**src/rtl/dac_pkg.sv**
```systemverilog
// Shared types and default constants for the DAC serial frame generator.
package dac_pkg;

    typedef enum logic {
        FMT_I2S = 1'b0,
        FMT_LJ  = 1'b1
    } dac_format_t;

    localparam int DAC_WIDTH     = 24;
    localparam int DAC_SLOT_BITS = 24;
    localparam int DAC_BCLK_DIV  = 8;

endpackage

```
**src/rtl/dac_bit_timer.sv**
```systemverilog
// Bit-clock divider and frame bit counter; flags the last clk cycle of each frame.
module dac_bit_timer #(
    parameter int BCLK_DIV       = 8,
    parameter int BITS_PER_FRAME = 48,
    localparam int DW = $clog2(BCLK_DIV),
    localparam int BW = $clog2(BITS_PER_FRAME)
) (
    input  logic          clk,
    input  logic          rst,
    output logic [DW-1:0] div_cnt,
    output logic [BW-1:0] bit_idx,
    output logic          sclk,
    output logic          frame_end
);

    if (BCLK_DIV < 2 || (BCLK_DIV % 2) != 0) begin : g_bad_div
        $error("dac_bit_timer: BCLK_DIV must be even and >= 2");
    end
    if (BITS_PER_FRAME < 2) begin : g_bad_frame
        $error("dac_bit_timer: BITS_PER_FRAME must be >= 2");
    end

    logic div_last;
    logic bit_last;

    assign div_last  = (div_cnt == DW'(BCLK_DIV - 1));
    assign bit_last  = (bit_idx == BW'(BITS_PER_FRAME - 1));
    assign sclk      = (div_cnt >= DW'(BCLK_DIV / 2));
    assign frame_end = div_last && bit_last;

    always_ff @(posedge clk) begin
        if (rst) begin
            div_cnt <= '0;
            bit_idx <= '0;
        end else if (div_last) begin
            div_cnt <= '0;
            bit_idx <= bit_last ? '0 : bit_idx + BW'(1);
        end else begin
            div_cnt <= div_cnt + DW'(1);
        end
    end

endmodule

```
**src/rtl/dac_frame_gen.sv**
```systemverilog
// Serialises multichannel samples into I2S / left-justified / TDM frames.
// Optional saturating underrun counter port enabled by DAC_FRAME_UNDERRUN_CNT_EN.
module dac_frame_gen
    import dac_pkg::*;
#(
    parameter int          WIDTH     = DAC_WIDTH,
    parameter int          SLOT_BITS = DAC_SLOT_BITS,
    parameter int          CHANNELS  = 2,
    parameter int          BCLK_DIV  = DAC_BCLK_DIV,
    parameter dac_format_t FORMAT    = FMT_I2S
) (
    input  logic                      clk,
    input  logic                      rst,
    input  logic [CHANNELS*WIDTH-1:0] in_data,
    input  logic                      in_valid,
    output logic                      in_ready,
    output logic                      sclk,
    output logic                      lrclk,
    output logic                      sd,
    output logic                      sample_tick,
    output logic                      underrun
`ifdef DAC_FRAME_UNDERRUN_CNT_EN
    ,
    output logic [15:0]               underrun_cnt
`endif
);

    localparam int BITS = SLOT_BITS * CHANNELS;
    localparam int DW   = $clog2(BCLK_DIV);
    localparam int BW   = $clog2(BITS);

    if (WIDTH < 1 || SLOT_BITS < WIDTH) begin : g_bad_slot
        $error("dac_frame_gen: need 1 <= WIDTH <= SLOT_BITS");
    end
    if (CHANNELS < 2 || (CHANNELS % 2) != 0) begin : g_bad_ch
        $error("dac_frame_gen: CHANNELS must be even and >= 2");
    end
    if (BCLK_DIV < 2 || (BCLK_DIV % 2) != 0) begin : g_bad_div
        $error("dac_frame_gen: BCLK_DIV must be even and >= 2");
    end
    if (FORMAT != FMT_I2S && FORMAT != FMT_LJ) begin : g_bad_fmt
        $error("dac_frame_gen: FORMAT must be FMT_I2S or FMT_LJ");
    end

    logic [DW-1:0]             div_cnt;
    logic [BW-1:0]             bit_idx;
    logic                      frame_end;
    logic                      hold_full;
    logic [CHANNELS*WIDTH-1:0] hold_data;
    logic [BITS-1:0]           shreg;
    logic                      lj_prev;
    logic                      load;

    dac_bit_timer #(
        .BCLK_DIV      (BCLK_DIV),
        .BITS_PER_FRAME(BITS)
    ) u_timer (
        .clk      (clk),
        .rst      (rst),
        .div_cnt  (div_cnt),
        .bit_idx  (bit_idx),
        .sclk     (sclk),
        .frame_end(frame_end)
    );

    // Whole frame laid out MSB-first: slot 0 at the top, pad zeros after each sample.
    function automatic logic [BITS-1:0] format_frame(input logic [CHANNELS*WIDTH-1:0] smp);
        logic [BITS-1:0] f;
        f = '0;
        for (int s = 0; s < CHANNELS; s++) begin
            for (int b = 0; b < WIDTH; b++) begin
                f[BITS-1-(s*SLOT_BITS+b)] = smp[s*WIDTH+WIDTH-1-b];
            end
        end
        return f;
    endfunction

    assign in_ready    = !hold_full && !rst;
    assign sample_tick = frame_end && !rst;
    assign underrun    = frame_end && !hold_full && !rst;
    // A boundary frees the register in the same edge, so a write there is taken.
    assign load        = in_valid && (!hold_full || frame_end);

    always_ff @(posedge clk) begin
        if (rst) begin
            hold_full <= 1'b0;
        end else begin
            hold_full <= load || (hold_full && !frame_end);
        end
    end

    always_ff @(posedge clk) begin
        if (load) begin
            hold_data <= in_data;
        end
    end

    // Rotating rather than shifting restores the frame after BITS bits, so an underrun replays it.
    always_ff @(posedge clk) begin
        if (rst) begin
            shreg   <= '0;
            lj_prev <= 1'b0;
            sd      <= 1'b0;
            lrclk   <= 1'b0;
        end else if (frame_end) begin
            if (hold_full) begin
                shreg <= format_frame(hold_data);
            end
        end else if (div_cnt == '0) begin
            shreg   <= {shreg[BITS-2:0], shreg[BITS-1]};
            lj_prev <= shreg[BITS-1];
            sd      <= (FORMAT == FMT_LJ) ? shreg[BITS-1] : lj_prev;
            lrclk   <= (CHANNELS == 2) ? (bit_idx >= BW'(SLOT_BITS)) : (bit_idx == '0);
        end
    end

`ifdef DAC_FRAME_UNDERRUN_CNT_EN
    always_ff @(posedge clk) begin
        if (rst) begin
            underrun_cnt <= '0;
        end else if (underrun && underrun_cnt != 16'hFFFF) begin
            underrun_cnt <= underrun_cnt + 16'd1;
        end
    end
`endif

endmodule

```
**config.mk**
```make
export PLATFORM = sky130hd
export DESIGN_NAME = dac_frame_gen
export DESIGN_NICKNAME = d
export VERILOG_FILES = /design/src/rtl/dac_pkg.sv /design/src/rtl/dac_bit_timer.sv /design/src/rtl/dac_frame_gen.sv
export SDC_FILE = /design/constraint.sdc
export NUM_CORES = 1
export LEC_CHECK = 0
export ABC_AREA = 0
export CORE_MARGIN = 10
export CORE_UTILIZATION = 55
export CTS_BUF_LIST = sky130_fd_sc_hd__clkbuf_16
export DETAILED_ROUTE_END_ITERATION = 12
export PLACE_DENSITY_LB_ADDON = 0.05
export SLEW_MARGIN = 15
export SYNTH_ARGS = -nofsm -noshare
export SYNTH_HDL_FRONTEND = slang
export SYNTH_HIERARCHICAL = 1
export SYNTH_SLANG_ARGS = --single-unit
```
**constraint.sdc**
```tcl
create_clock -name clk -period 7.2 [get_ports clk]
set_input_delay 1.44 -clock clk [delete_from_list [all_inputs] [get_ports clk]]
set_output_delay 1.44 -clock clk [all_outputs]
set_load 0.05 [all_outputs]
```
== Word-level counts from Yosys, hierarchy flattened ==
Index checks and enable logic that the tools add are counted.
Widths: inputs -> output; s select.

* Register bits after elaboration: 109
* Input port bits: 51
* Word-level logic and storage cells: 37

* $add $sub $neg: 2
* $lt $le $gt $ge: 2
* Equal/unequal tests: 3
* Mux-type cells: 4
* Bitwise gates (word level): 1
* Reduce and logical (&&, ||, !) cells: 17

{| class="wikitable"
|+ Operators with widths
! operator !! number
|-
| $mux 48 || 3
|-
| $logic_and 1x1->1 || 7
|-
| $add 6x1->6 const B || 1
|-
| $eq 6x6->1 const B || 1
|-
| $ge 6x5->1 const B || 1
|-
| $mux 6 || 1
|-
| $reduce_and 2->1 || 2
|-
| $add 3x1->3 const B || 1
|-
| $eq 3x3->1 const B || 1
|-
| $ge 3x3->1 const B || 1
|-
| $logic_not 1->1 || 3
|-
| $logic_not 3->1 || 1
|-
| $logic_or 1x1->1 || 2
|-
| $ne 2x1->1 const B || 1
|-
| $reduce_bool 2->1 || 1
|-
| $reduce_or 2->1 || 1
|-
| $not 1->1 || 1
|}

== Depth between registers and ports, before layout ==
Gate-level depths: netlist (run 1).

* Depth after elaboration: 5
* Mapped depth: 11
* Mapped depth without buffers: 7

== By module ==
Netlist (run 1), hierarchy kept.

{| class="wikitable"
|+ By module, submodules not included
! module !! times used !! cells an instance !! area each (um^2) !! seq. area each (um^2)
|-
| dac_frame_gen || 1 || 345 || 4,481.8 || 2,482.4
|-
| dac_bit_timer || 1 || 44 || 445.4 || 180.2
|}

== Worst setup path after synthesis (run 1) ==
Ideal clock, no wire load.

* Path kind: reg2reg
* From: register u_timer.div_cnt[0]
* To: register hold_data[0] (enable)
* Data arrival time: 5.547 ns
* Required time: 6.672 ns
* Setup slack: 1.125 ns
* Cell stages (with the launch flop): 11
* Cell sequence: dfxtp_1 -> ha_1 -> ha_1 -> buf_6 -> and3_1 -> and4b_4 -> buf_2 -> buf_2 -> buf_4 -> inv_1 -> a21boi_0

* Word-level cells in the longest chain between the ends: 4

{| class="wikitable"
|+ RTL lines
! element !! line !! text
|-
| from (decl) || dac_bit_timer.sv:10 || <nowiki>output logic [DW-1:0] div_cnt,</nowiki>
|-
| from (signal assigned) || dac_bit_timer.sv:39 || <nowiki>div_cnt <= div_cnt + DW'(1);</nowiki>
|-
| $eq 3x3->1 || dac_bit_timer.sv:26 || <nowiki>assign div_last = (div_cnt == DW'(BCLK_DIV - 1));</nowiki>
|-
| $logic_and 1x1->1 || dac_bit_timer.sv:29 || <nowiki>assign frame_end = div_last && bit_last;</nowiki>
|-
| via frame_end || dac_frame_gen.sv:47 || <nowiki>logic frame_end;</nowiki>
|-
| $logic_or 1x1->1 || dac_frame_gen.sv:82 || <nowiki>assign load = in_valid && (!hold_full || frame_end);</nowiki>
|-
| $logic_and 1x1->1 || dac_frame_gen.sv:82 ||
|-
| via load || dac_frame_gen.sv:52 || <nowiki>logic load;</nowiki>
|-
| to (signal assigned) || dac_frame_gen.sv:94 || <nowiki>hold_data <= in_data;</nowiki>
|-
| to (decl) || dac_frame_gen.sv:49 || <nowiki>logic [CHANNELS*WIDTH-1:0] hold_data;</nowiki>
|}

The timed path passes the listed nets, and every way through them passes these cells.
A chain may end at the register's enable or synchronous reset.

== Worst setup path after layout (run 1) ==
* From: register u_timer.div_cnt[0]
* To: output port underrun

* Word-level cells in the longest chain between the ends: 4

{| class="wikitable"
|+ RTL lines
! element !! line !! text
|-
| $eq 3x3->1 || dac_bit_timer.sv:26 ||
|-
| $logic_and 1x1->1 || dac_bit_timer.sv:29 ||
|-
| via frame_end || dac_frame_gen.sv:47 ||
|-
| $logic_and 1x1->1 (2 in series) || dac_frame_gen.sv:80 || <nowiki>assign underrun = frame_end && !hold_full && !rst;</nowiki>
|-
| to (decl) || dac_frame_gen.sv:21 || <nowiki>output logic underrun</nowiki>
|}

The timed path passes the listed nets, and every way through them passes these cells.

==> parameters.txt, run 1 <==
Parameter                              Value

Logic synthesis
  Number of synthesized register bits ... 109
  Synthesized instance count ... 389
  Netlist area before placement ... 4930 sq um
  Fraction of synthesis flops using an asynchronous set or reset pin ... 0%
  Primary FF master, synth ... dfxtp_1
  Unique cell type count in the Yosys netlist ... 36
  Synthesized area divided by synthesized cell count ... 12.7 sq um
  Sequential element share of the synthesized area ... between 50% and 60%
  Syn. warnings ... 6
  Mapped Nets ... 444
  Number of enable-type register cells in the synthesized netlist ... 48

Hold path
  Type of the tightest min-delay check ... flip-flop to flip-flop

Timing
  Maximum clock skew at final layout ... 4.69 ps
  Tightest Pin Transition ... 901 ps
  Ratio of final minimum period to clock period ... 69.0%
  Slew Viols, Final ... 0
  Max Freq ... 201 MHz
  Setup repair after global routing missed its margin ... false
  Setup TNS Final ... 0 ps
  Final hold violation count ... 0
  Relative slew slack ... between 30% and 40%
  Fin crit period ... 4970 ps
  Setup-violating endpoint count in the final report ... 0

Worst setup path
  Peak fanout along the critical path ... 36
  Worst EP arrival ... 3530 ps
  CP required ... 5760 ps
  Setup slack of the worst register-to-register path ... 3310 ps
  CP endpoint kind ... output pin
  Crit path kind ... flip-flop to output pin
  Startpoint Class ... flip-flop

Clock tree
  CTS Hold Buffers Added ... 0
  Setup bufs post-CTS ... 0
  Clock sink count ... 109
  Clock Pin Slew Worst Setup and Hold Paths ... 70 ps
  Clock insertion delay at the later pin of the skew report ... about 340 ps
  Number of levels in the clock H-tree ... 3
  Number of gates resized after cts ... 0
  Root Driver ... clkbuf_16
  CTS tree ... built
  Maximum clock insertion buffer count ... 2
  TritonCTS buffer count ... 9

Power
  Total Power Consumption ... 1.41 mW
  Standby leakage power ... 1.98 nW
  Power density normalized to cell area ... approximately 250 nW/um^2
  Worst VDD drop ... 118 uV

Route
  # DRC ... 0
  Number of vias after detailed routing ... 2971
  Average routed wire per standard cell ... 16.6 um
  Drt pass-1 iters ... 4
  Count of nets left with antenna violations after detail routing ... 0
  Iteration-0 DRC count of the detailed router ... 127
  Total Wirelength ... 8.92 mm
  Avg Vias per Cell ... roughly 5.5

Floorplan
  Overall die width ... 115 um
  Placeable Area ... 8720 sq um
  Number of cell rows ... 34
  Starting density of the core ... 56.5%
  Floorplan die area ... 13100 sq um
  Number of top-level pins ... between 50 and 60
  Die Span Y ... between 100 and 150 um

Place
  Count of buffers from port buffering ... 56
  GPL Wtd Cong ... around 0.71
  Hpwl dp ... 5.39 mm
  Placed standard-cell area ... 5440 sq um

Final layout
  Highest-count cells in the layout ignoring fill and taps ... 61 x dfxtp_1, 55 x clkdlybuf4s50_1, 54 x inv_1
  Final cell utilization of the core ... 65.4%
  Commonest non-fill, non-tap cell in the layout ... dfxtp_1
  Post-route standard cell area excluding fillers ... 5700 sq um
  Fill count ... 662
  Share of post-route cells with drive strength above 1 ... 21.9%
  Final #Nets ... 479
  Area growth from synthesis to layout ... 15.7%
  Number of antenna diodes ... 0

Global routing
  GRT Residual Overflow ... 0
  Gr usage total ... 13.8%
  Vias in the first global route ... 2967
  Number of antenna violations at the first check in global routing ... 0
  Pin count of the biggest net entering global routing ... 69
  Global-route wire length before repair ... 14.8 mm

Job
  Max-cap check violation count ... 0

Outcome
  Outcome ... completed
-- cell type report --
cell class                 instances  area (sq um)  share of cell area (%)
sequential                       109          2660                    46.7
inverter                          51           191                    3.36
clock buffer                       9           225                    3.95
tap                              108           135                    2.37
timing repair buffer              60           586                    10.3
clock inverter                     7          36.3                   0.637
multi-input combinational        193          1860                    32.7
-- final timing paths --
path | cells past startpoint | start | end
setup / recovery | 7 | u_timer/div_cnt[0] | underrun
hold reg to reg | 2 | shreg[17] | shreg[17]
hold / removal | 2 | shreg[17] | shreg[17]
setup reg to reg | 9 | u_timer/div_cnt[0] | shreg[12]
-- sequential cells by signal, indices dropped and copies added (netlist names) --
signal / flops
u_timer/bit_idx: 6
sd: 1
hold_full: 1
u_timer/div_cnt: 3
lrclk: 1
lj_prev: 1
shreg: 48
hold_data: 48
-- through the flow --
stage               hold slack (ps)  setup slack [ps]  cells
CTS                             453              2190    537
detailed placement              440              2450    521
floorplan                       429              1130    389
finish                          453              2230    537
global placement                439              2460    521
global route                    475              1980    537
-- kinds of logic (layout without fill, tap and decap cells) --
| group | after synthesis | in the layout | share of synthesized area [%] |
|---|---|---|---|
| buffers and inverters | 87 | 127 | 8.68 |
| AOI/OAI and AO/OA | 105 | 105 | 25.3 |
| adders and majority gates | 4 | 4 | 1.02 |
| muxes | 1 | 1 | 0.203 |
| xor gates and xnor gates | 3 | 3 | 0.533 |
| DFF | 109 | 109 | 54.0 |
| and+or+nand+nor | 80 | 80 | 10.2 |
-- synthesized netlist by cell type, types with 3 or more instances --
| library cell | n | share of area, % |
|---|---|---|
| nor2b_1 | 49 | 6.2 |
| a211oi_2 | 20 | 5.1 |
| a221oi_2 | 46 | 14 |
| buf_6 | 10 | 2.3 |
| clkbuf_1 | 10 | 0.76 |
| nor2_1 | 6 | 0.46 |
| dfxtp_1 | 61 | 25 |
| buf_2 | 12 | 1.2 |
| buf_4 | 3 | 0.46 |
| nor3_1 | 3 | 0.30 |
| nand2_1 | 9 | 0.69 |
| a211oi_1 | 29 | 4.4 |
| inv_1 | 51 | 3.9 |
| ha_1 | 4 | 1.0 |
| a21oi_1 | 3 | 0.30 |
| edfxtp_1 | 48 | 29 |
-- worst max-delay path: stages, from the launching register on --
cell and delay [ps]:
dfxtp_1 440, ha_1 190, ha_1 380, and3_1 240
and4b_4 650, inv_1 230, nor3_1 220, clkdlybuf4s50_1 830
-- power breakdown --
group / internal, mW / switching [mW] / leakage, nW
clock: 0.230 / 0.208 / 0.137
combinational: 0.118 / 0.120 / 0.879
sequential: 0.705 / 0.0277 / 0.960
-- per-layer routing --
metal | GRT usage, % | up-vias | share of wire [%]
met5 | 0 | - | 0
met4 | 4.68 | 0 | 1.4
met3 | 3.88 | 11 | 3.3
met2 | 21.8 | 42 | 49
met1 | 17.8 | 1428 | 47
li1 | - | 1490 | -
Power figures use the tool's default switching activity.
==> inputs of run 2 (changes only) <==
--- a/config.mk
+++ b/config.mk
@@ -7,7 +7,7 @@
 export LEC_CHECK = 0
 export ABC_AREA = 0
 export CORE_MARGIN = 10
-export CORE_UTILIZATION = 55
+export CORE_UTILIZATION = 50
 export CTS_BUF_LIST = sky130_fd_sc_hd__clkbuf_16
 export DETAILED_ROUTE_END_ITERATION = 12
 export PLACE_DENSITY_LB_ADDON = 0.05
==> constraint.sdc (replaced) <==
create_clock -name clk -period 4.3 [get_ports clk]
set_input_delay 0.86 -clock clk [delete_from_list [all_inputs] [get_ports clk]]
set_output_delay 0.86 -clock clk [all_outputs]
set_load 0.05 [all_outputs]
==> parameters.txt, run 2 (synthesis results as in run 1) <==
Parameter                              Value

Outcome
  Outcome ... completed

Worst setup path
  Crit path top cell by count ... ha_1
  CP required ... 3440 ps (-2320 ps)
  Peak fanout along the critical path ... 10 (-72%)
  Cells along the critical path ... ha_1, ha_1, and3_1, and4b_4, inv_1, nor3_1, buf_12
  Crit. Startpoint ... u_timer/div_cnt[0]
  Worst EP arrival ... 2610 ps (-920 ps)
  Critical path buffer and inverter count ... 2 (unchanged)
  Crit path kind ... flip-flop to output pin
  Startpoint Class ... flip-flop
  CP endpoint kind ... output pin
  Register-to-Register Path Depth ... 8 (-1)
  Slowest CP cell ... dfxtp_1
  Delay-heaviest family, CP ... simple AND/OR/NAND/NOR gates
  Critical register-to-register path startpoint ... u_timer/div_cnt[0]
  Reg-to-Reg End ... shreg[12]
  Highest cell delay on the worst timing path ... 440 ps (-390 ps)
  Setup slack of the worst register-to-register path ... 1160 ps (-2150 ps)

Timing
  Max Freq ... 288 MHz
  Slew Viols, Final ... 0 (unchanged)
  Final hold violation count ... 0 (unchanged)
  Setup repair after global routing missed its margin ... false
  Tightest Pin Transition ... 927 ps (+25.9 ps)
  Relative slew slack ... 38.2% (-1.7 points)
  Ratio of final minimum period to clock period ... 80.8%
  Fin crit period ... 3470 ps
  Maximum clock skew at final layout ... 6.86 ps (+2.18 ps)
  Setup TNS Final ... 0 ps (unchanged)
  Setup-violating endpoint count in the final report ... 0 (unchanged)

Power
  Sw Share ... 24.5% (-0.70 points)
  Total Power Consumption ... 2.41 mW (+71%)
  Power density normalized to cell area ... 417 nW/um^2 (+69%)
  Net Switching ... 590 uW (+66%)
  Internal ... 1.82 mW (+73%)
  Worst VDD drop ... 277 uV (+140%)
  Power share of the combinational group ... 16.4% (-0.5 points)
  Standby leakage power ... 1.99 nW (+0.99%)
  Clk pwr share ... 32.6% (+1.5 points)
  Part of the total power dissipated in sequential elements ... 51.0% (-1.0 points)

Global routing
  Gr usage total ... 13.0% (-0.82 points)
  Vias in the first global route ... 2943 (-0.81%)
  Number of antenna violations at the first check in global routing ... 0 (unchanged)
  Global-route wire length before repair ... 15.1 mm (+2.1%)
  Pin count of the biggest net entering global routing ... 64 (-7.2%)
  GRT Residual Overflow ... 0 (unchanged)

Final layout
  Area growth from synthesis to layout ... 17.1%
  Number of antenna diodes ... 0 (unchanged)
  Commonest non-fill, non-tap cell in the layout ... dfxtp_1
  Largest registers in the final layout ... hold_data x48, shreg x48, u_timer/bit_idx x6
  Sequential Area ... 2660 sq um (unchanged)
  Multi-input logic area ... 1860 sq um (unchanged)
  Share of post-route cells with drive strength above 1 ... 22.4% (+0.52 points)
  Number of standard cells in the final layout excluding fillers ... 561 (+4.5%)
  Final #Nets ... 480 (+0.21%)
  Fill count ... 786 (+19%)
  Highest-count cells in the layout ignoring fill and taps ... 61 x dfxtp_1, 53 x inv_1, 53 x clkdlybuf4s50_1

Route
  Avg Vias per Cell ... 5.26 (-4.9%)
  # DRC ... 0 (unchanged)
  Iteration-0 DRC count of the detailed router ... 174 (+37%)
  Number of vias after detailed routing ... 2951 (-0.67%)
  Average routed wire per standard cell ... 16.1 um (-2.8%)
  Drt pass-1 iters ... 4 (unchanged)
  Count of nets left with antenna violations after detail routing ... 0 (unchanged)
  Total Wirelength ... 9.05 mm (+1.5%)

Place
  Number of cells in the design after placement ... 547 (+5.0%)
  Count of buffers from port buffering ... 56 (unchanged)
  Hpwl dp ... 5.26 mm (-2.3%)
  GPL Wtd Cong ... 0.719 (+1.0%)

Clock tree
  Number of gates resized after cts ... 0 (unchanged)
  CTS tree ... built
  Maximum clock insertion buffer count ... 2 (unchanged)
  Clock insertion delay at the later pin of the skew report ... 340 ps (about the same)
  Number of levels in the clock H-tree ... 3 (unchanged)
  Clock Pin Slew Worst Setup and Hold Paths ... 70 ps (about the same)
  Root Driver ... clkbuf_16
  TritonCTS buffer count ... 9 (unchanged)
  CTS Hold Buffers Added ... 0 (unchanged)
  Setup bufs post-CTS ... 0 (unchanged)
  Clock sink count ... 109 (unchanged)

Floorplan
  Placeable Area ... 9680 sq um (+11%)
  Starting density of the core ... 50.9% (-5.6 points)
  Floorplan die area ... 14200 sq um (+8.2%)
  Number of cell rows ... 36 (+5.9%)
  Overall die width ... 119 um (+4.0%)
  Number of top-level pins ... 57 (unchanged)
  Die Span Y ... 119 um (+4.0%)

Hold path
  Number of cells traversed by the worst hold path ... 2 (unchanged)
  Hold path startpoint ... shreg[13]
  WHS Endpoint ... shreg[13]
  Type of the tightest min-delay check ... flip-flop to flip-flop

Job
  Max-cap check violation count ... 0 (unchanged)
run 2: per-layer routing:
metal	wire, um	GRT usage (%)	part of all wire [%]
met5	0	0	0
met3	324	3.87	3.6
met2	4210	20.1	46
met4	116	4.35	1.3
met1	4400	17.0	49
run 2: per-stage QoR:
step                setup slack, ps  area [sq um]  hold WS (ps)  util, %
floorplan                       266          4930           429        -
global placement               1310          5500           438     56.8
detailed placement             1190          5500           439     56.8
CTS                             857          5770           454     59.6
global route                    724          5770           471     59.6
finish                          828          5770           452     59.6
run 2: worst max-delay path by stage:
stage | endpoint | slack (ps) | depth (start not counted)
after floorplan | underrun | 270 | 10
after global placement | underrun | 1310 | 7
after detailed placement | shreg[21] | 1190 | 8
after CTS | underrun | 860 | 7
after global routing | underrun | 720 | 7
final | underrun | 830 | 7
run 2: power groups by stage:
stage	clock [mW]	combinational, mW	sequential (mW)
finish	0.783	0.395	1.23
global route	0.850	0.440	1.24
CTS	0.806	0.402	1.23
detailed placement	0	0.400	1.25
global placement	0	0.393	1.25
floorplan	0	0.324	1.24
run 2: final cells by class:
type,instances,area share [%]
Multi-Input combinational cell,193,32.3
Tap cell,133,2.89
Timing Repair Buffer,61,10.6
Clock inverter,5,0.803
Clock buffer,9,3.90
Inverter,51,3.32
Sequential cell,109,46.2
run 2: worst reg2reg max path, stage by stage, from the launching register on:
cell and delay (ps):
dfxtp_1 440, ha_1 190, ha_1 390, and3_1 250, and4b_4 320, buf_4 670
a21oi_4 80, buf_4 350, a211oi_1 360
